File: src/rtl/uart_tx_arbiter.sv
`timescale 1ns/1ps
// uart_tx_arbiter
// ---------------
// Round-robin controller that shares one UART transmit core among N_REQ
// byte-stream requesters. The owner keeps the core for a whole packet, which
// ends on req_last or after MAX_BURST bytes (0 = no burst limit). Each byte is
// handed to the core with a one-cycle tx_start pulse, and the arbiter then waits
// for tx_busy to fall.
//
// Build option: define UART_ARB_SRCTAG_EN to send a source header byte
// {4'hA, 1'b0, grant_id[2:0]} at the start of every grant. The header does not
// count toward the burst limit. Without the macro no header is sent.
//
// Ports:
//   clk            system clock
//   nrst           synchronous active-low reset
//   i_req_valid    [N_REQ]    requester i offers the byte i_req_data[8i+7:8i]
//   i_req_data     [8*N_REQ]  packed request bytes
//   i_req_last     [N_REQ]    byte offered by requester i ends its packet
//   o_req_ready    [N_REQ]    one-hot accept; a byte moves when valid & ready
//   o_tx_start     one-cycle pulse: the core must send o_tx_data
//   o_tx_data      [8]        byte for the core, stable until tx_busy falls
//   i_tx_busy      the core is sending a frame
//   o_grant_valid  a requester owns the core
//   o_grant_id     [ID_W]     index of the owner
//   o_busy         the arbiter is not idle
module uart_tx_arbiter #(
    parameter int N_REQ     = 4,
    parameter int ID_W      = 2,
    parameter int MAX_BURST = 16
) (
    input  logic               clk,
    input  logic               nrst,
    input  logic [N_REQ-1:0]   i_req_valid,
    input  logic [8*N_REQ-1:0] i_req_data,
    input  logic [N_REQ-1:0]   i_req_last,
    output logic [N_REQ-1:0]   o_req_ready,
    output logic               o_tx_start,
    output logic [7:0]         o_tx_data,
    input  logic               i_tx_busy,
    output logic               o_grant_valid,
    output logic [ID_W-1:0]    o_grant_id,
    output logic               o_busy
);

    typedef enum logic [2:0] {
        ST_IDLE,
        ST_TAG,
        ST_FETCH,
        ST_ISSUE,
        ST_WAIT_TX
    } state_t;

    state_t          r_state;
    logic            r_grant_valid;
    logic [ID_W-1:0] r_grant_id;
    logic [ID_W-1:0] r_rr_ptr;
    logic [7:0]      r_burst_cnt;
    logic [7:0]      r_tx_data;
    logic            r_last_q;
    logic            r_guard;

    state_t          w_state_next;
    logic            w_grant_valid_next;
    logic [ID_W-1:0] w_grant_id_next;
    logic [ID_W-1:0] w_rr_ptr_next;
    logic [7:0]      w_burst_cnt_next;
    logic [7:0]      w_tx_data_next;
    logic            w_last_q_next;
    logic            w_guard_next;

    logic            w_sel_found;
    logic [ID_W-1:0] w_sel_id;
    logic [ID_W-1:0] w_cand;
    logic            w_release;
    logic [ID_W-1:0] w_owner_next_ptr;

    // Search order starts at rr_ptr, so the last released requester is
    // visited last.
    always_comb begin
        w_sel_found = 1'b0;
        w_sel_id    = '0;
        w_cand      = '0;
        for (int k = 0; k < N_REQ; k++) begin
            w_cand = ID_W'((int'(r_rr_ptr) + k) % N_REQ);
            if (!w_sel_found && i_req_valid[w_cand]) begin
                w_sel_found = 1'b1;
                w_sel_id    = w_cand;
            end
        end
    end

    assign w_owner_next_ptr = (int'(r_grant_id) == N_REQ - 1) ? '0 : r_grant_id + 1'b1;

    // Last byte and burst limit on the same byte are one release: both only
    // feed this single condition.
    assign w_release = r_last_q ||
                       ((MAX_BURST != 0) && (int'(r_burst_cnt) == MAX_BURST));

    always_comb begin
        w_state_next       = r_state;
        w_grant_valid_next = r_grant_valid;
        w_grant_id_next    = r_grant_id;
        w_rr_ptr_next      = r_rr_ptr;
        w_burst_cnt_next   = r_burst_cnt;
        w_tx_data_next     = r_tx_data;
        w_last_q_next      = r_last_q;
        w_guard_next       = r_guard;
        o_req_ready        = '0;
        o_tx_start         = 1'b0;

        case (r_state)
            ST_IDLE: begin
                if (w_sel_found) begin
                    w_grant_id_next    = w_sel_id;
                    w_grant_valid_next = 1'b1;
                    w_burst_cnt_next   = 8'd0;
`ifdef UART_ARB_SRCTAG_EN
                    w_state_next       = ST_TAG;
`else
                    w_state_next       = ST_FETCH;
`endif
                end
            end
`ifdef UART_ARB_SRCTAG_EN
            ST_TAG: begin
                // last_q stays clear so the header never ends the grant.
                w_tx_data_next = {4'hA, 1'b0, 3'(r_grant_id)};
                w_last_q_next  = 1'b0;
                w_state_next   = ST_ISSUE;
            end
`endif
            ST_FETCH: begin
                // An owner that pauses keeps the grant indefinitely.
                o_req_ready[r_grant_id] = i_req_valid[r_grant_id];
                if (i_req_valid[r_grant_id]) begin
                    w_tx_data_next = i_req_data[{r_grant_id, 3'b000} +: 8];
                    w_last_q_next  = i_req_last[r_grant_id];
                    if (r_burst_cnt != 8'hFF) begin
                        w_burst_cnt_next = r_burst_cnt + 8'd1;
                    end
                    w_state_next = ST_ISSUE;
                end
            end
            ST_ISSUE: begin
                o_tx_start   = 1'b1;
                w_guard_next = 1'b1;
                w_state_next = ST_WAIT_TX;
            end
            ST_WAIT_TX: begin
                // The core may raise tx_busy one cycle late, so the first
                // cycle here ignores it.
                if (r_guard) begin
                    w_guard_next = 1'b0;
                end else if (!i_tx_busy) begin
                    if (w_release) begin
                        w_grant_valid_next = 1'b0;
                        w_rr_ptr_next      = w_owner_next_ptr;
                        w_state_next       = ST_IDLE;
                    end else begin
                        w_state_next = ST_FETCH;
                    end
                end
            end
            default: begin
                w_state_next = ST_IDLE;
            end
        endcase
    end

    always_ff @(posedge clk) begin
        if (!nrst) begin
            r_state       <= ST_IDLE;
            r_grant_valid <= 1'b0;
            r_grant_id    <= '0;
            r_rr_ptr      <= '0;
            r_burst_cnt   <= 8'd0;
            r_tx_data     <= 8'h00;
            r_last_q      <= 1'b0;
            r_guard       <= 1'b0;
        end else begin
            r_state       <= w_state_next;
            r_grant_valid <= w_grant_valid_next;
            r_grant_id    <= w_grant_id_next;
            r_rr_ptr      <= w_rr_ptr_next;
            r_burst_cnt   <= w_burst_cnt_next;
            r_tx_data     <= w_tx_data_next;
            r_last_q      <= w_last_q_next;
            r_guard       <= w_guard_next;
        end
    end

    assign o_tx_data     = r_tx_data;
    assign o_grant_valid = r_grant_valid;
    assign o_grant_id    = r_grant_id;
    assign o_busy        = (r_state != ST_IDLE);

endmodule

File: config.mk
export PLATFORM = sky130hd
export DESIGN_NAME = uart_tx_arbiter
export DESIGN_NICKNAME = d
export VERILOG_FILES = /design/src/rtl/uart_tx_arbiter.sv
export SDC_FILE = /design/constraint.sdc
export NUM_CORES = 1
export LEC_CHECK = 0
export ABC_AREA = 0
export BUFFER_PORTS_ARGS = -buffer_cell sky130_fd_sc_hd__buf_2
export CORE_MARGIN = 2
export CORE_UTILIZATION = 45
export DETAILED_ROUTE_END_ITERATION = 16
export GPL_ROUTABILITY_DRIVEN = 0
export PLACE_DENSITY = 0.75
export SYNTH_ARGS = -nofsm -noshare
export SYNTH_HDL_FRONTEND = slang
export SYNTH_SLANG_ARGS = --single-unit
export TNS_END_PERCENT = 100
File: constraint.sdc
create_clock -name clk -period 4.8 [get_ports clk]
set_clock_uncertainty 0.05 [all_clocks]
set_input_delay 0.72 -clock clk [delete_from_list [all_inputs] [get_ports clk]]
set_output_delay 0.72 -clock clk [all_outputs]
set_load 0.005 [all_outputs]
==> flow_metrics.tcl, run 1 <==
set metrics [dict create \
    status "completed" \
    avgSynthCellArea_sq_um 8.64 \
    maxSlewViolCount 0 \
    cts_made_buffers 3 \
    post_cts_buffers 0 \
    power.density_nw_per_um2 236 \
    tightest_slew_ps 637 \
    hpwl_um 3090 \
    fmax_ghz 0.376 \
    wirelength_um 3970 \
    crit_slowest_cell "nor3b_1" \
    final_layout_size_suffix_gt1_frac 0.322 \
    r2r_start "r_state[1]" \
    ys_ff_latch 26 \
    cts-hold-fix-buffers 0 \
    grt_start_max_net_pins 21 \
    clock_latency_ps 330 \
    synth_warnings 0 \
    synthFlopType "dfxtp_1" \
    cp_slowest_stage_delay_ps 540 \
    ctsResizeCount 0 \
    power.share.combinational 0.237 \
    startpoint "r_state[1]" \
    synthToLayoutAreaGrowth_pct 23.4 \
    worst-r2r-cell-count 5 \
    grt_overflow 0 \
    antenna_left 0 \
    rsz0062_at_grt "false" \
    synth_edf_count 0 \
    worstSetupPathDepth 4 \
    required_ps 4030 \
    cts_tree "done" \
    cp.arrival_ps 1890 \
    grt.total_usage 0.199 \
    critPathCaptureType "output port" \
    wire_per_inst_um 13.9 \
    grt_antenna_before_repair 0 \
    netSwitchingFraction 0.291 \
    post-route-period-util 0.554 \
    holdWs_ps 413 \
    start_util 0.470 \
    clk_transition_reported_paths_ps 140 \
    r2r_end "r_burst_cnt[5]" \
    dr.pass1.iters 4 \
    final_nets 289 \
    drt-initial-drc-count 96 \
    h-tree-depth 1 \
    yosysSeqAreaShare 0.329 \
    grt_pass1_wl_um 6360 \
    maxCapViolations 0 \
    die_x_um 63.3 \
    std_cell_rows 21 \
    final_common_cell "buf_2" \
    via_per_inst 5.62 \
    clkSinkCount 26 \
    rrSetupSlack_ps 2610 \
    ys_types 40 \
    io_buffer_count 59 \
    seqPwrFrac 0.514 \
    final_hold_viol_count 0 \
    n_antenna_cell 0 \
    crit_chain "nor3b_1, buf_4, and3_1, buf_2" \
    switchingPower_uw 134 \
    cts_max_path_buffers 2 \
    path_max_fanout 9 \
    coreArea_sq_um 3360 \
    setup_viol 0 \
    syn_nets 232 \
    async_flop_share 0 \
    synth_cells 183 \
    ir_worst_vdd_mv 0.169 \
    critPathKind "flip-flop to output port" \
    fin_crit_ps 2660 \
    vias 1603 \
    clkPwrFrac 0.250 \
    dieArea_sq_um 4000 \
    cp_top_family "simple AND/OR/NAND/NOR gates" \
    finalSetupTns_ps 0 \
    fp.dieH_um 63.3 \
    fillers 360 \
    syn_area_sq_um 1580 \
    internal-power_uw 326 \
    top_level_ports 60 \
    cp-endpoint "o_req_ready[0]" \
    power.leakage_uw 0.000836 \
    startpoint_type "flip-flop" \
    crit_buf_inv 2 \
    grt_pass1_vias 1439 \
    root_buffer "clkbuf_4" \
    final_cell_mix "59 x buf_2, 30 x nand2_1, 26 x dfxtp_1, 17 x a21oi_1" \
    relSlewSlack 0.575 \
    drc 0 \
    hold_path_class "flip-flop to flip-flop" \
]
==> layout make-up <==
class / count / area (sq um) / share of cell area
Multi-Input combinational cell: 136 / 976 / 0.501
Timing Repair Buffer: 62 / 318 / 0.163
Clock buffer: 4 / 36.3 / 0.0186
Sequential cell: 26 / 520 / 0.267
Tap cell: 46 / 57.6 / 0.0295
Inverter: 11 / 41.3 / 0.0212
==> Yosys cell counts, types with 2 or more instances <==
library cell,count,share of area
nor2_1,11,0.026
o21ai_0,5,0.016
nand2_1,30,0.071
nand4_1,2,0.0079
a21oi_1,17,0.054
dfxtp_1,26,0.33
a21o_1,2,0.0095
nor4b_1,3,0.017
clkbuf_1,5,0.012
nand3_1,9,0.029
a211o_1,2,0.011
inv_1,11,0.026
mux4_2,9,0.13
or4_1,3,0.014
ha_1,6,0.048
a211oi_1,2,0.0095
o21a_1,2,0.0095
and3_1,4,0.016
or3b_1,2,0.011
nor3_1,2,0.0063
nand3b_1,2,0.0095
o221ai_1,2,0.011
a31oi_1,5,0.020
buf_2,4,0.013
or3_1,2,0.0079
==> worst min-delay path: cells and delay by family (launching register included) <==
kind / cells / cell delay, ps
flops: 1 / 330
simple gates: 1 / 50
compound gates: 1 / 50
==> state kept, by name (all words and copies together), names as in the netlist <==
signal	count
r_last_q	1
o_grant_id	2
r_burst_cnt	8
r_rr_ptr	2
o_grant_valid	1
o_tx_data	8
r_state	3
r_guard	1
==> power by group through the flow <==
stage | clock, uW | combinational, uW | sequential, uW
5_1_grt | 125 | 120 | 238
3_3_place_gp | 0 | 107 | 241
2_1_floorplan | 0 | 66.8 | 240
4_1_cts | 115 | 109 | 236
3_5_place_dp | 0 | 109 | 241
6_report | 115 | 109 | 236
==> cell families after synthesis <==
kind of cell	synth area share
buf+inv	0.0530
mux	0.151
flops	0.329
simple gates	0.240
fa+ha+maj	0.0475
compound gates	0.179
==> through the flow <==
step	power, uW	area (sq um)	utilization	std cells	worst slack, ps
final	460	1950	0.580	285	2140
after global routing	483	1950	0.580	285	2130
after CTS	461	1950	0.580	285	2190
after detailed placement	350	1910	0.569	281	2230
after global placement	347	1910	0.569	281	2240
after floorplan	307	1580	-	183	2550
==> metal layers <==
metal | share of wire | routed length, um | GRT usage
met2 | 0.52 | 2070 | 0.359
met5 | 0 | 0 | 0
met1 | 0.40 | 1590 | 0.239
met3 | 0.065 | 257 | 0.0446
met4 | 0.014 | 57 | 0.0516
==> worst min path at each step <==
stage	from	end	slack, ps	cells after the start
6_report	o_tx_data[1]	o_tx_data[1]	410	2
5_1_grt	o_tx_data[3]	o_tx_data[3]	430	2
4_1_cts	o_tx_data[3]	o_tx_data[3]	410	2
3_5_place_dp	o_tx_data[3]	o_tx_data[3]	400	2
3_3_place_gp	o_tx_data[7]	o_tx_data[7]	390	2
2_1_floorplan	r_last_q	r_last_q	390	2
Power figures use the tool's default switching activity.
==> inputs of run 2 (changes only) <==
--- a/config.mk
+++ b/config.mk
@@ -5,13 +5,13 @@
 export SDC_FILE = /design/constraint.sdc
 export NUM_CORES = 1
 export LEC_CHECK = 0
-export ABC_AREA = 0
+export ABC_AREA = 1
 export BUFFER_PORTS_ARGS = -buffer_cell sky130_fd_sc_hd__buf_2
 export CORE_MARGIN = 2
 export CORE_UTILIZATION = 45
 export DETAILED_ROUTE_END_ITERATION = 16
 export GPL_ROUTABILITY_DRIVEN = 0
-export PLACE_DENSITY = 0.75
+export PLACE_DENSITY = 0.73
 export SYNTH_ARGS = -nofsm -noshare
 export SYNTH_HDL_FRONTEND = slang
 export SYNTH_SLANG_ARGS = --single-unit
==> constraint.sdc (replaced) <==
create_clock -name clk -period 2.66 [get_ports clk]
set_clock_uncertainty 0.05 [all_clocks]
set_input_delay 0.399 -clock clk [delete_from_list [all_inputs] [get_ports clk]]
set_output_delay 0.399 -clock clk [all_outputs]
set_load 0.005 [all_outputs]
==> run 2 against run 1 <==
Non-clock buffer count decreased by 2. Register-to-register slack lost 1900 ps. First-iteration DRC count is 4.2% higher. Highest routed layer unchanged. Synthesized area increased by 18%. Final area up 16%. Sequential cell count unchanged. Power increased to 3.0 times the previous value. Via count grew 23%. Critical endpoint is now o_req_ready[2]. Sequential power increased by 110%. Combinational power rose to 4.9 times the previous value.
==> flow_metrics.tcl, run 2 <==
set metrics [dict create \
    yosys-top-cells-count "47 x nand2_1, 42 x inv_1, 42 x nor2_1" \
    synthFlopType "dfxtp_1" \
    std_cell_rows 23 \
    ys_ff_latch 26 \
    power.density_nw_per_um2 608 \
    maxSlewViolCount 0 \
    clkSinkCount 26 \
    drt-initial-drc-count 100 \
    via_per_inst 4.98 \
    required_ps 2210 \
    avgSynthCellArea_sq_um 6.35 \
    top_level_ports 60 \
    final_layout_size_suffix_gt1_frac 0.251 \
    hpwl_um 3450 \
    dr.pass1.iters 4 \
    wire_per_inst_um 11.1 \
    grt_antenna_before_repair 0 \
    async_flop_share 0 \
    final_cell_mix "59 x buf_2, 47 x nand2_1, 42 x inv_1, 42 x nor2_1, 32 x o21ai_0" \
    tightest_slew_ps 577 \
    grt.total_usage 0.206 \
    h-tree-depth 1 \
    yosysSeqAreaShare 0.279 \
    syn_area_sq_um 1870 \
    grt_pass1_wl_um 7410 \
    synth_cells 294 \
    finalSetupTns_ps 0 \
    critPathKind "flip-flop to output port" \
    fmax_ghz 0.433 \
    dieArea_sq_um 4680 \
    cts-hold-fix-buffers 0 \
    synth_warnings 0 \
    ir_worst_vdd_mv 0.384 \
    crit_slowest_cell "dfxtp_1" \
    yosysMostFrequentCell "nand2_1" \
    drc 0 \
    final_hold_viol_count 0 \
    grt_pass1_vias 1826 \
    synthTopCellsByArea "dfxtp_1 28%, nand2_1 9.5%, o21ai_0 8.6%" \
    yosys.area.top_type_share 0.279 \
    cts_tree "done" \
    critPathCaptureType "output port" \
    die_x_um 68.4 \
    synthToLayoutAreaGrowth_pct 20.8 \
    yosysTopAreaCell "dfxtp_1" \
    final_util 0.563 \
    antenna_left 0 \
    post-route-period-util 0.867 \
    hold_path_class "flip-flop to flip-flop" \
    grt_overflow 0 \
    setup_viol 0 \
    ys_types 31 \
    synth_edf_count 0 \
    power.leakage_uw 0.00112 \
    vias 1977 \
    clk_transition_reported_paths_ps 90 \
    final_nets 397 \
    final_common_cell "buf_2" \
    finish.instance_area_sq_um 2250 \
    relSlewSlack 0.615 \
    coreArea_sq_um 4000 \
    root_buffer "clkbuf_8" \
    cp_top_family "flip-flops" \
    rsz0062_at_grt "false" \
    status "completed" \
    clock_latency_ps 270 \
    crit_buf_inv 2 \
    cts_max_path_buffers 2 \
    fp.dieH_um 68.4 \
    wirelength_um 4420 \
    n_antenna_cell 0 \
    crit_chain "inv_1, a21oi_1, o21ai_1, nand3_4, nor2_1, buf_2" \
    fin_cells 397 \
    grt_start_max_net_pins 25 \
    cp.arrival_ps 1860 \
    start_util 0.466 \
    io_buffer_count 59 \
    path_max_fanout 24 \
    cts_made_buffers 3 \
    fin_crit_ps 2310 \
    startpoint_type "flip-flop" \
    maxCapViolations 0 \
    placed_cell_area_sq_um 2170 \
    cp_slowest_stage_delay_ps 570 \
    numPlacedInstances 393 \
    syn_nets 343 \
]
==> run 2: changes by cell type in the layout (fill, tap and decap cells not counted), sizes merged, moves of 5 or more <==
cell,before,now
a21oi,17,22
inv,11,45
mux4,10,0
nand2,30,59
nand3,9,15
nand4,2,8
nor2,11,45
o21ai,5,38
o22ai,1,9
==> run 2: final cells by class <==
| type | instances | area (sq um) |
|---|---|---|
| fillers | 408 | 1750 |
| multi-input cells | 212 | 1120 |
| flip-flops and latches | 26 | 520 |
| repair buffers | 60 | 303 |
| inverters | 45 | 176 |
| well taps | 50 | 62.6 |
| clock buffers | 3 | 41.3 |
| clock inverters | 1 | 30.0 |
==> run 2: power breakdown <==
group	leakage, uW	switching [uW]	total, uW	internal, uW
combinational	0.000867	331	536	205
clock	0.0000357	129	331	202
sequential	0.000213	50.5	504	453
==> run 2: cell families (layout without fill, tap and decap cells) <==
logic type | Yosys count | count (layout) | share of synthesized area
and+or+nand+nor | 133 | 133 | 0.349
adders and majority gates | 6 | 6 | 0.0402
buffers and inverters | 56 | 109 | 0.125
AOI/OAI and AO/OA | 72 | 72 | 0.203
DFF | 26 | 26 | 0.279
xor gates and xnor gates | 1 | 1 | 0.00470
==> run 2: final timing paths <==
path	slack [ps]	from	cells after the start	end
max	350	o_grant_id[1]	6	o_req_ready[2]
min	400	o_tx_data[0]	2	o_tx_data[0]
max reg2reg	690	o_grant_id[1]	9	r_burst_cnt[0]
min reg2reg	400	o_tx_data[0]	2	o_tx_data[0]
==> run 2: tightest hold or removal path, cell delays in order (launching register included) <==
cell and delay [ps]:
dfxtp_1 320, inv_1 40, a21oi_1 50
==> run 2: layer usage <==
layer	vias to the layer above	GRT usage	part of all wire
li1	1055	-	-
met1	864	0.253	0.48
met2	51	0.355	0.45
met3	7	0.0526	0.062
met4	0	0.0525	0.013
met5	-	0	0
==> run 2: metrics by stage <==
step / power, uW / setup slack, ps / hold WS (ps)
after detailed placement: 1040 / 534 / 385
after CTS: 1380 / 230 / 403
after global routing: 1490 / 148 / 427
final: 1370 / 353 / 396
after floorplan: 887 / 1050 / 380
after global placement: 1040 / 599 / 382
==> run 2: repair_timing <==
action,CTS,global route
resized for setup,0,1
endpoints found under the setup margin,0,1
setup buffers,0,0
